[config.mk]
export PLATFORM = sky130hd
export DESIGN_NAME = accel_bus_arbiter
export DESIGN_NICKNAME = d
export VERILOG_FILES = /design/src/rtl/accel_bus_arbiter.sv
export SDC_FILE = /design/constraint.sdc
export NUM_CORES = 1
export LEC_CHECK = 0
export ABC_AREA = 1
export BUFFER_PORTS_ARGS = -buffer_cell sky130_fd_sc_hd__buf_2
export CAP_MARGIN = 30
export CORE_MARGIN = 5
export CORE_UTILIZATION = 45
export DETAILED_ROUTE_END_ITERATION = 6
export PLACE_DENSITY = 0.77
export SYNTH_ARGS = -nofsm -noshare
export SYNTH_HDL_FRONTEND = slang
export SYNTH_SLANG_ARGS = --single-unit
[constraint.sdc]
create_clock -name clk -period 1.59 [get_ports clk]
set_input_delay 0.2385 -clock clk [delete_from_list [all_inputs] [get_ports clk]]
set_output_delay 0.2385 -clock clk [all_outputs]
set_load 0.01 [all_outputs]
[src/rtl/accel_bus_arbiter.sv]
// Shared RAM bus arbiter for the FFT/FIR/IIR accelerators.
// Define ARB_FIXED_PRIORITY_EN for fixed FFT > FIR > IIR priority.
module accel_bus_arbiter #(
    parameter int unsigned QUANTUM     = 16,
    parameter int unsigned TURN_CYCLES = 1
) (
    input  logic       clk,
    input  logic       reset,
    input  logic       fft_req,
    input  logic       fir_req,
    input  logic       iir_req,
    input  logic       bus_busy,
    output logic       fft_enable,
    output logic       fir_enable,
    output logic       iir_enable,
    output logic [1:0] grant_id,
    output logic       release_pulse
);

    localparam logic [1:0] S_IDLE  = 2'd0;
    localparam logic [1:0] S_GRANT = 2'd1;
    localparam logic [1:0] S_TURN  = 2'd2;

    localparam logic [1:0] ID_NONE = 2'd0;
    localparam logic [1:0] ID_FFT  = 2'd1;
    localparam logic [1:0] ID_FIR  = 2'd2;
    localparam logic [1:0] ID_IIR  = 2'd3;

    localparam logic [7:0] Q_LAST = 8'(QUANTUM - 1);
    localparam logic [3:0] T_LAST = 4'(TURN_CYCLES - 1);

    logic [1:0] r_state;
    logic [1:0] r_gid;
    logic [1:0] r_last;
    logic [2:0] r_en;
    logic [7:0] r_qcnt;
    logic [3:0] r_tcnt;
    logic       r_pulse;

    logic [1:0] w_win;
    logic       w_own_req;
    logic       w_other;
    logic       w_qend;
    logic       w_rel;

    always_comb begin
        w_win = ID_NONE;
`ifdef ARB_FIXED_PRIORITY_EN
        if (fft_req)      w_win = ID_FFT;
        else if (fir_req) w_win = ID_FIR;
        else if (iir_req) w_win = ID_IIR;
`else
        // Search begins at the accelerator after the previous owner.
        case (r_last)
            ID_FFT: begin
                if (fir_req)      w_win = ID_FIR;
                else if (iir_req) w_win = ID_IIR;
                else if (fft_req) w_win = ID_FFT;
            end
            ID_FIR: begin
                if (iir_req)      w_win = ID_IIR;
                else if (fft_req) w_win = ID_FFT;
                else if (fir_req) w_win = ID_FIR;
            end
            default: begin
                if (fft_req)      w_win = ID_FFT;
                else if (fir_req) w_win = ID_FIR;
                else if (iir_req) w_win = ID_IIR;
            end
        endcase
`endif
    end

    always_comb begin
        w_own_req = 1'b0;
        w_other   = 1'b0;
        case (r_gid)
            ID_FFT: begin
                w_own_req = fft_req;
`ifdef ARB_FIXED_PRIORITY_EN
                w_other   = 1'b0;
`else
                w_other   = fir_req | iir_req;
`endif
            end
            ID_FIR: begin
                w_own_req = fir_req;
`ifdef ARB_FIXED_PRIORITY_EN
                w_other   = fft_req;
`else
                w_other   = fft_req | iir_req;
`endif
            end
            ID_IIR: begin
                w_own_req = iir_req;
                w_other   = fft_req | fir_req;
            end
            default: begin
                w_own_req = 1'b0;
                w_other   = 1'b0;
            end
        endcase
    end

    assign w_qend = (r_qcnt == Q_LAST);
    assign w_rel  = !w_own_req || (w_qend && w_other);

    always_ff @(posedge clk or negedge reset) begin
        if (!reset) begin
            r_state <= S_IDLE;
            r_gid   <= ID_NONE;
            r_last  <= ID_IIR;
            r_en    <= 3'b000;
            r_qcnt  <= 8'd0;
            r_tcnt  <= 4'd0;
            r_pulse <= 1'b0;
        end else begin
            r_pulse <= 1'b0;
            case (r_state)
                S_IDLE: begin
                    if (w_win != ID_NONE) begin
                        r_state <= S_GRANT;
                        r_gid   <= w_win;
                        r_last  <= w_win;
                        r_en    <= {w_win == ID_IIR, w_win == ID_FIR,
                                    w_win == ID_FFT};
                        r_qcnt  <= 8'd0;
                    end
                end
                S_GRANT: begin
                    if (!bus_busy && w_rel) begin
                        r_state <= S_TURN;
                        r_gid   <= ID_NONE;
                        r_en    <= 3'b000;
                        r_pulse <= 1'b1;
                        r_tcnt  <= 4'd0;
                    end else if (w_qend) begin
                        // Held by bus_busy: saturate; unopposed: new quantum.
                        r_qcnt <= w_other ? r_qcnt : 8'd0;
                    end else begin
                        r_qcnt <= r_qcnt + 8'd1;
                    end
                end
                S_TURN: begin
                    if (r_tcnt == T_LAST) r_state <= S_IDLE;
                    else r_tcnt <= r_tcnt + 4'd1;
                end
                default: r_state <= S_IDLE;
            endcase
        end
    end

    assign fft_enable    = r_en[0];
    assign fir_enable    = r_en[1];
    assign iir_enable    = r_en[2];
    assign grant_id      = r_gid;
    assign release_pulse = r_pulse;

endmodule

==> results by group <==
Clock network
  – CTS buffer count: 3
  – Clock transition at path regs: 0.13 ns
  – Clk_lat worst skew: 0.31 ns
  – Clock tree buffer depth: 2
  – CTS Sinks: 22
  – Clock root buffer master: clkbuf_4
  – CTS tree: done
  – H-tree levels: 1

Layout
  – Multi-input logic area: 717 um^2
  – Design area: 0.00162 mm^2
  – Area grow syn2layout: 22.7%
  – ANT cells: 0
  – Filler Cells Inserted: 251
  – Layout cells sized above 1: 0.255
  – Nets: 216
  – Register Area: 553 um^2

Hold path
  – Min-delay worst type: in -> reg

Critical path
  – R2r startpoint: r_last[0]
  – Startpoint Class: register
  – Critical path class: reg -> reg
  – Reg-to-reg critical path endpoint: r_qcnt[6]
  – Crit end category: register
  – Crit. Startpoint: r_last[0]
  – R2R Setup Slk: -0.1 ns
  – CP endpoint: r_qcnt[6]
  – Worst path cell trace: inv_2 > ha_4 > nor2_2 > nand2_1 > o211ai_1 > nand2_1 > nand2_2 > nand2_4 > nand2_8 > nand2_2 > nand2_2
  – R2R cell count: 11
  – Crit-path slowest cell: dfstp_2
  – Critical path arrival: 1.90 ns
  – CP max FO: 8
  – CP peak stage delay: 0.56 ns
  – Crit path top cell by count: nand2_2
  – Worst Path Required: 1.80 ns

Placement
  – HPWL Detailed: 1930 um
  – GPL Wtd Cong: 0.851
  – Port Buffer Count: 11
  – Placement Setup Slack: -0.0982 ns
  – Area after DPL: 0.00150 mm^2

STA
  – Fin. Hold Viols: 0
  – Slew headroom: 0.657
  – Slew Limit Fails: 0
  – Worst Tran Pin Value: 0.514 ns
  – Tcrit/Tclk final: 1.06
  – Final setup fails: 14
  – FMAX: 592 MHz
  – Hold WS: 0.252 ns
  – Setup Skew: 0.00206 ns
  – RSZ-0062 raised after global routing: yes
  – PnR worst setup slack: -0.0983 ns
  – Minimum clock period: 1.69 ns

Die
  – Io pins: 12
  – Die area: 0.00412 mm^2
  – # rows: 19
  – Die Y: 64.2 um
  – Die X: 64.2 um
  – Initial core utilization: 0.475
  – Core area: 0.00278 mm^2

Drt
  – Detailed-route wire length: 2800 um
  – Vias: 1210
  – ANT nets after route: 0
  – Drt drc: 0
  – Via/cell ratio: 5.15
  – Wire per inst: 11.9 um
  – Pre-Repair DR Iteration Count: 4
  – DRC marker count from the first detailed-route iteration: 41

Power
  – Clock power frac: 0.113
  – VDD IR-drop max: 1.38 mV
  – Cell-internal power: 1550 uW
  – Cell Pwr Density: 1740 mW/mm^2
  – Sw frac: 0.449
  – Sw Pwr: 1270 uW
  – Leakage: 0.000884 uW
  – Power share of the combinational group: 0.590
  – Sequential power share: 0.297

Synthesis
  – Mapped Avg Cell Area: 7.51 um^2
  – Seq/Total Area, Yosys: 0.419
  – Post-Syn Instances: 176
  – Syn Nets: 187
  – Synthesis-stage register bit count: 22
  – Cell area after synthesis: 0.00132 mm^2
  – Post-synth cell types: 22
  – Synth warnings: 0

Status
  – Failing checks: setup timing
  – Status: finished, violations left

Global routing
  – Largest net degree at the start of global routing: 23
  – Initial antenna violation count: 0
  – Vias in the first global route: 1143
  – Gr ovfl total: 0
  – First-pass GRT wire length: 4620 um
  – GRT Total Usage: 0.135

Flow run
  – MaxCap Viol Count: 0
[through the flow]
step / power [uW] / util / cells / TNS (ns)
global route: 3050 / 0.583 / 235 / -2.82
finish: 2820 / 0.583 / 235 / -0.884
CTS: 2680 / 0.569 / 234 / -1.02
detailed placement: 2230 / 0.538 / 226 / -0.760
global placement: 2190 / 0.538 / 226 / -0.348
floorplan: 1750 / - / 176 / -0.226
[synthesized netlist by cell type (all sizes together)]
cell / count / area [um^2]
and3: 1 / 6.26
buf: 2 / 18.8
dfrtp: 20 / 500
dfstp: 2 / 52.6
ha: 5 / 62.6
inv: 26 / 97.6
nand2: 53 / 226
nand3: 33 / 170
nand4: 3 / 18.8
nor2: 15 / 63.8
nor3: 5 / 25.0
o211ai: 1 / 7.51
o21ai: 6 / 33.8
o21bai: 1 / 11.3
xor2: 3 / 26.3
[layout by cell type (no fill, tap or decap), drive strengths merged]
master and count:
dlygate4sd3 1, nand2 54, nand4 3, dfrtp 20, o21ai 6, nor2 15, o211ai 1, ha 5
dfstp 2, nand3 33, buf 24, o21bai 1, inv 26, and3 1, clkbuf 4, nor3 5
xor2 3
[worst max-delay path, delay by kind of cell (launching register included)]
family                   cells  cell delay (ns)
AND/OR/NAND/NOR              8             0.61
flip-flops                   1             0.56
adder cells (fa/ha/maj)      1             0.28
AO/OA/AOI/OAI                1             0.10
buffers and inverters        1             0.05
[metal layers]
layer	global-route usage	vias to the layer above	part of all wire
li1	-	619	-
met1	0.174	560	0.46
met2	0.221	24	0.48
met3	0.0245	7	0.037
met4	0.0585	0	0.020
met5	0	-	0
[cell type report]
class / count / area share
clock buffer: 4 / 0.0224
inverter: 26 / 0.0602
multi-input combinational: 127 / 0.442
sequential: 22 / 0.341
tap: 31 / 0.0239
timing repair buffer: 25 / 0.110
[sequential cells by signal (all words and copies together) (netlist names)]
name,cells
r_qcnt,8
r_tcnt,4
r_en,3
grant_id,2
r_last,2
r_state,2
release_pulse,1
[kinds of logic (layout without fill, tap and decap cells)]
kind of cell             Yosys count  after routing  share of synthesized area
AO/OA/AOI/OAI                      8              8                     0.0398
XOR/XNOR                           3              3                     0.0199
adder cells (fa/ha/maj)            5              5                     0.0473
buffers and inverters             28             55                     0.0881
flip-flops                        22             22                      0.419
AND/OR/NAND/NOR                  110            111                      0.386
[worst min-delay path by stage]
stage,start,to,slack [ns],depth (start not counted)
floorplan,reset,grant_id[0],-0.06,0
detailed placement,reset,r_en[2],0.23,1
global route,bus_busy,r_state[0],0.31,5
finish,bus_busy,r_state[0],0.25,5
CTS,bus_busy,r_state[0],0.23,5
global placement,reset,r_en[2],0.23,1
[repair_timing]
item                                    4_1_cts  5_1_grt
setup buffers                                 2        1
hold endpoints to repair                     20        0
gates resized for setup                       8        6
pin swaps                                     8        6
gates cloned                                  1        0
endpoints found under the setup margin       15       20
hold buffers                                  1        0
[power groups by stage]
stage / Clock [uW] / Sequential [uW] / Combinational, uW
detailed placement: 0 / 846 / 1380
finish: 318 / 838 / 1660
CTS: 317 / 830 / 1530
global route: 343 / 853 / 1860
global placement: 0 / 838 / 1350
floorplan: 0 / 862 / 891
Power figures use the tool's default switching activity.
